### config.mk
export PLATFORM = sky130hd
export DESIGN_NAME = cu_arbiter
export DESIGN_NICKNAME = d
export VERILOG_FILES = /design/src/rtl/cu_arbiter.sv
export SDC_FILE = /design/constraint.sdc
export NUM_CORES = 1
export LEC_CHECK = 0
export CORE_UTILIZATION = 52
export CTS_BUF_LIST = sky130_fd_sc_hd__clkbuf_16
export DETAILED_ROUTE_END_ITERATION = 10
export GPL_TIMING_DRIVEN = 0
export PLACE_DENSITY = 0.87
export SYNTH_ARGS = -nofsm -noshare
export SYNTH_HDL_FRONTEND = slang
export SYNTH_SLANG_ARGS = --single-unit
### constraint.sdc
create_clock -name clk -period 5.1 [get_ports clk]
set_input_delay 1.02 -clock clk [delete_from_list [all_inputs] [get_ports clk]]
set_output_delay 1.02 -clock clk [all_outputs]
set_load 0.005 [all_outputs]
### src/rtl/cu_arbiter.sv
// cu_arbiter: shares one combinational control_unit (add/sub/signed mult/and on 4-bit operands)
// between two requesters. Round-robin arbitration in IDLE latches the winner's op and operands.
// EXEC drives the control unit for one cycle, and RESP holds the captured result under a
// valid/ready handshake, tagged with the requester id.
//
// Ports:
//   clk, rst_n                 clock, asynchronous active-low reset
//   reqN_valid / reqN_ready    requester N handshake (ready only in IDLE, one-hot)
//   reqN_op, reqN_a, reqN_b    op code (00 add, 01 sub, 10 signed mult, 11 and), operands
//   rsp_valid / rsp_ready      response handshake
//   rsp_id                     requester that issued the response
//   rsp_res                    {ResH, ResL} from the control unit
//   rsp_zero/rsp_ovf/rsp_cout  control unit flags
//   busy                       FSM not in IDLE
//   op_count                   completed response handshakes, wraps
module cu_arbiter #(
  parameter bit          PRIO_INIT = 1'b0,
  parameter int unsigned CNT_W     = 8
) (
  input  logic             clk,
  input  logic             rst_n,

  input  logic             req0_valid,
  output logic             req0_ready,
  input  logic [1:0]       req0_op,
  input  logic [3:0]       req0_a,
  input  logic [3:0]       req0_b,

  input  logic             req1_valid,
  output logic             req1_ready,
  input  logic [1:0]       req1_op,
  input  logic [3:0]       req1_a,
  input  logic [3:0]       req1_b,

  output logic             rsp_valid,
  input  logic             rsp_ready,
  output logic             rsp_id,
  output logic [7:0]       rsp_res,
  output logic             rsp_zero,
  output logic             rsp_ovf,
  output logic             rsp_cout,

  output logic             busy,
  output logic [CNT_W-1:0] op_count
);

  typedef enum logic [1:0] {StIdle, StExec, StResp} state_e;

  localparam logic [1:0] OpAdd  = 2'b00;
  localparam logic [1:0] OpSub  = 2'b01;
  localparam logic [1:0] OpMult = 2'b10;
  localparam logic [1:0] OpAnd  = 2'b11;

  state_e           state_q, state_d;
  logic             ptr_q, ptr_d;       // requester that wins a tie
  logic [1:0]       op_q, op_d;
  logic [3:0]       a_q, a_d;
  logic [3:0]       b_q, b_d;
  logic             id_q, id_d;
  logic             rsp_valid_q, rsp_valid_d;
  logic             rsp_id_q, rsp_id_d;
  logic [7:0]       rsp_res_q, rsp_res_d;
  logic             rsp_zero_q, rsp_zero_d;
  logic             rsp_ovf_q, rsp_ovf_d;
  logic             rsp_cout_q, rsp_cout_d;
  logic [CNT_W-1:0] op_count_q, op_count_d;

  // ---------------------------------------------------------------------------------------------
  // Control unit: purely combinational, driven from the latched op/operands.
  // ---------------------------------------------------------------------------------------------
  logic [4:0] add_full;
  logic [4:0] sub_full;
  logic [7:0] a_ext;
  logic [7:0] b_ext;
  logic [7:0] prod;
  logic [3:0] cu_res_l;
  logic [3:0] cu_res_h;
  logic       cu_zero;
  logic       cu_ovf;
  logic       cu_cout;

  assign add_full = {1'b0, a_q} + {1'b0, b_q};
  // Bit 4 of the 5-bit difference is the borrow, which the unit reports as Cout.
  assign sub_full = {1'b0, a_q} - {1'b0, b_q};
  // The low 8 bits of an unsigned product of sign-extended operands equal the signed product.
  assign a_ext    = {{4{a_q[3]}}, a_q};
  assign b_ext    = {{4{b_q[3]}}, b_q};
  assign prod     = a_ext * b_ext;

  always_comb begin
    cu_res_l = 4'h0;
    cu_res_h = 4'h0;
    cu_zero  = 1'b0;
    cu_ovf   = 1'b0;
    cu_cout  = 1'b0;
    unique case (op_q)
      OpAdd: begin
        cu_res_l = add_full[3:0];
        cu_cout  = add_full[4];
        cu_res_h = {4{add_full[4]}};
        cu_zero  = (add_full[3:0] == 4'h0);
        cu_ovf   = (a_q[3] == b_q[3]) && (add_full[3] != a_q[3]);
      end
      OpSub: begin
        cu_res_l = sub_full[3:0];
        cu_cout  = sub_full[4];
        cu_res_h = {4{sub_full[4]}};
        cu_zero  = (sub_full[3:0] == 4'h0);
        cu_ovf   = (a_q[3] != b_q[3]) && (sub_full[3] != a_q[3]);
      end
      OpMult: begin
        {cu_res_h, cu_res_l} = prod;
        cu_zero  = (prod == 8'h00);
        // Set when the product does not fit a 4-bit signed value.
        cu_ovf   = (prod[7:3] != 5'b00000) && (prod[7:3] != 5'b11111);
        cu_cout  = 1'b0;
      end
      OpAnd: begin
        cu_res_l = a_q & b_q;
        cu_res_h = 4'h0;
        cu_zero  = ((a_q & b_q) == 4'h0);
        cu_ovf   = 1'b0;
        cu_cout  = 1'b0;
      end
      default: ;
    endcase
  end

  // ---------------------------------------------------------------------------------------------
  // Arbitration: a lone valid requester always wins; on a tie the pointer decides.
  // ---------------------------------------------------------------------------------------------
  logic gnt0;
  logic gnt1;

  always_comb begin
    gnt0 = 1'b0;
    gnt1 = 1'b0;
    if (state_q == StIdle) begin
      gnt0 = req0_valid && (!req1_valid || (ptr_q == 1'b0));
      gnt1 = req1_valid && (!req0_valid || (ptr_q == 1'b1));
    end
  end

  assign req0_ready = gnt0;
  assign req1_ready = gnt1;

  // ---------------------------------------------------------------------------------------------
  // FSM next state and datapath
  // ---------------------------------------------------------------------------------------------
  always_comb begin
    state_d     = state_q;
    ptr_d       = ptr_q;
    op_d        = op_q;
    a_d         = a_q;
    b_d         = b_q;
    id_d        = id_q;
    rsp_valid_d = rsp_valid_q;
    rsp_id_d    = rsp_id_q;
    rsp_res_d   = rsp_res_q;
    rsp_zero_d  = rsp_zero_q;
    rsp_ovf_d   = rsp_ovf_q;
    rsp_cout_d  = rsp_cout_q;
    op_count_d  = op_count_q;

    unique case (state_q)
      StIdle: begin
        if (gnt0) begin
          op_d    = req0_op;
          a_d     = req0_a;
          b_d     = req0_b;
          id_d    = 1'b0;
          ptr_d   = 1'b1;
          state_d = StExec;
        end else if (gnt1) begin
          op_d    = req1_op;
          a_d     = req1_a;
          b_d     = req1_b;
          id_d    = 1'b1;
          ptr_d   = 1'b0;
          state_d = StExec;
        end
      end
      StExec: begin
        rsp_res_d   = {cu_res_h, cu_res_l};
        rsp_zero_d  = cu_zero;
        rsp_ovf_d   = cu_ovf;
        rsp_cout_d  = cu_cout;
        rsp_id_d    = id_q;
        rsp_valid_d = 1'b1;
        state_d     = StResp;
      end
      StResp: begin
        // Response data registers are left untouched so they keep their last values.
        if (rsp_valid_q && rsp_ready) begin
          rsp_valid_d = 1'b0;
          op_count_d  = op_count_q + CNT_W'(1);
          state_d     = StIdle;
        end
      end
      default: state_d = StIdle;
    endcase
  end

  always_ff @(posedge clk or negedge rst_n) begin
    if (!rst_n) begin
      state_q     <= StIdle;
      ptr_q       <= PRIO_INIT;
      op_q        <= 2'b00;
      a_q         <= 4'h0;
      b_q         <= 4'h0;
      id_q        <= 1'b0;
      rsp_valid_q <= 1'b0;
      rsp_id_q    <= 1'b0;
      rsp_res_q   <= 8'h00;
      rsp_zero_q  <= 1'b0;
      rsp_ovf_q   <= 1'b0;
      rsp_cout_q  <= 1'b0;
      op_count_q  <= '0;
    end else begin
      state_q     <= state_d;
      ptr_q       <= ptr_d;
      op_q        <= op_d;
      a_q         <= a_d;
      b_q         <= b_d;
      id_q        <= id_d;
      rsp_valid_q <= rsp_valid_d;
      rsp_id_q    <= rsp_id_d;
      rsp_res_q   <= rsp_res_d;
      rsp_zero_q  <= rsp_zero_d;
      rsp_ovf_q   <= rsp_ovf_d;
      rsp_cout_q  <= rsp_cout_d;
      op_count_q  <= op_count_d;
    end
  end

  assign rsp_valid = rsp_valid_q;
  assign rsp_id    = rsp_id_q;
  assign rsp_res   = rsp_res_q;
  assign rsp_zero  = rsp_zero_q;
  assign rsp_ovf   = rsp_ovf_q;
  assign rsp_cout  = rsp_cout_q;
  assign busy      = (state_q != StIdle);
  assign op_count  = op_count_q;

endmodule
==> metrics.txt <==
part of the power in registers=20.7%; CTS sink count=35; first-pass GRT wire length=8769 microns; vias in the first global route=1964; final setup violation count=0; root buffer cell=clkbuf_16; GRT Total Usage=21.83%; number of synthesized flops with an enable pin=0; setup TNS=0 ps; drc violations=0; CTS tree=built; Fill cells=360; share of cells above drive strength 1=10.49%; Syn-to-layout area delta=28.54%; Rel. slew slack=49.63%; placed instance count=364; RSZ-0062 raised after global routing=no; pin slew with the least headroom to its limit=755.6 ps; DRT antenna net count=0; dpl hpwl=3954 microns; total grt overflow=0; Crit path max-delay family=adder cells; status=completed; Fmax=243.4 MHz; largest net degree at the start of global routing=36; Post-CTS Setup Inserts=0; Seq/Total Area, Yosys=34.33%; Finished Layout Cells=372; Die W=72.05 microns; die area=5190 sq um; worst skew pair latency=280 ps; final net count=362; row count=25; crit path cell chain=nand2_1 -> fa_1 -> fa_1 -> fa_1 -> inv_1 -> ha_1 -> fa_1 -> a21o_1 -> a21oi_1 -> xnor2_1 -> xnor2_2 -> mux2i_1 -> a221o_1; initial antenna violation count=0; I/O pin cnt=49; cts bufs inserted=5; Placed Instance Area=3110 sq um; Max Slew Vio Count=0; Worst Path Max Fanout=8; HP Class=reg -> reg; Die Y=72.05 microns; CP Buf/Inv Count=1; multi-input logic area=1479 sq um; synthesized flop and latch total=35; combinational share of power=65.3%; Sw Ratio=42.36%; Via density=5.433; Fin. Hold Viols=0; Initial Utilization=54.01%; clock slew at reported path FFs=60 ps; Peak VDD IR=464.2 uV; cts hold-fix bufs=0; Sequential cell area=875.8 sq um; share of flip-flops with an asynchronous set or reset=100.0%; Max clock buf depth=2; post-synthesis net count=307; startpoint types=flop; P_sw=1057 uW; first-pass detailed-route iteration total=5; Resized Gates After CTS=0; Setup CP Type=reg -> reg; Clk network pwr share=14.0%; drt total wl=5162 microns; Ys Warns=0; Placer Congestion=0.8928; Mapped Area=2551 sq um; pwr dens=760.9 nW/um^2; Crit-path slowest cell=dfrtp_1; WP data required=5270 ps; WL/cell=13.88 microns; Crit path largest cell delay=550 ps; core area=4723 sq um; CP arrival=4270 ps; antenna cells=0; cell mode on critical path=fa_1; Leak Pwr=0.001570 uW; endpoint class of the critical path=flop; syn avg cell area=10.25 sq um; Design Area, Final=3279 sq um; DR iter-0 viols=145; Mapped Cells=249; H-tree levels=2; final worst-path cycle share=80.55%; Buffers on Ports=48; Main synth FF type=dfrtp_1; clk_skew=6.956 ps; Netlist cell types=52; Max-cap violations=0; Int Power=1438 uW; DR vias=2021; min cycle time layout=4108 ps
[cells in the mapped netlist (3+ instances only)]
library cell  instances  area share, %
a21o_1                5            1.5
a21oi_1               7            1.4
a221o_1               3            1.2
a222oi_1              6            2.4
dfrtp_1              35             34
fa_1                 11            8.6
ha_1                 22             11
inv_1                36            5.3
mux2_2                5            2.2
mux2i_1               5            2.0
mux4_2                3            2.6
nand2_1              17            2.5
nand3_1               3           0.59
nor2_1               16            2.4
nor3_1                4           0.78
o21ai_0               9            1.8
xnor2_1              11            3.8
xor2_1                5            1.7
[logic make-up after synthesis]
group / synth area share, %
multiplexers: 6.817
adder cells (fa/ha/maj): 19.42
AO/OA/AOI/OAI: 11.57
AND/OR/NAND/NOR: 14.03
flip-flops: 34.33
XOR/XNOR: 6.130
buffers and inverters: 7.700
[area by class of cell]
cell class,count,area share (%)
buffer,8,1.870
clock buffer,5,3.815
tap,67,2.556
timing repair buffer,48,14.50
clock inverter,3,1.335
inverter,36,4.121
multi-input combinational,170,45.10
sequential,35,26.71
[placed cells by master, fill, tap and decap left out, types with 6 or more instances in the layout]
cell type	n
clkdlybuf4s50_1	47
inv_1	36
dfrtp_1	35
ha_1	22
nand2_1	17
nor2_1	16
xnor2_1	11
fa_1	11
o21ai_0	9
a21oi_1	7
a222oi_1	6
[per-stage QoR]
step / total power (uW) / utilization, % / worst slack [ps] / hold slack (ps)
2_1_floorplan: 1677 / - / 1224 / 445.8
3_3_place_gp: 2063 / 65.96 / 1051 / 461.3
3_5_place_dp: 2113 / 65.85 / 977.8 / 464.1
4_1_cts: 2500 / 69.43 / 957.2 / 476.7
5_1_grt: 2733 / 69.43 / 782.4 / 510.6
6_report: 2495 / 69.43 / 992.1 / 475.0
[flip-flops by register name, indices dropped and copies added (netlist names)]
name	flops
rsp_cout	1
ptr_q	1
rsp_valid	1
op_count	8
state_q	2
rsp_zero	1
rsp_ovf	1
a_q	4
rsp_id	1
b_q	4
rsp_res	8
id_q	1
op_q	2
[power groups by stage]
stage / clock network [uW] / registers (uW) / logic [uW]
finish: 349 / 517 / 1630
global route: 363 / 538 / 1830
CTS: 353 / 516 / 1630
detailed placement: 0 / 517 / 1600
global placement: 0 / 512 / 1550
floorplan: 0 / 496 / 1180
[layer usage]
| layer | global-route usage (%) | up-vias | part of all wire (%) |
|---|---|---|---|
| li1 | - | 969 | - |
| met1 | 27.20 | 969 | 44 |
| met2 | 38.16 | 74 | 50 |
| met3 | 4.306 | 9 | 3.4 |
| met4 | 7.190 | 0 | 1.8 |
| met5 | 0 | - | 0 |
[worst paths after layout]
path	endpoint	startpoint	cells after the start	slack (ps)
min reg2reg	id_q	id_q	1	470
min	id_q	id_q	1	470
min in group asynchronous	rsp_ovf	rst_n	1	800
max reg2reg	rsp_ovf	a_q[1]	13	990
max	rsp_ovf	a_q[1]	13	990
max in group asynchronous	ptr_q	rst_n	1	3810
(Power assumes the default switching activity.)
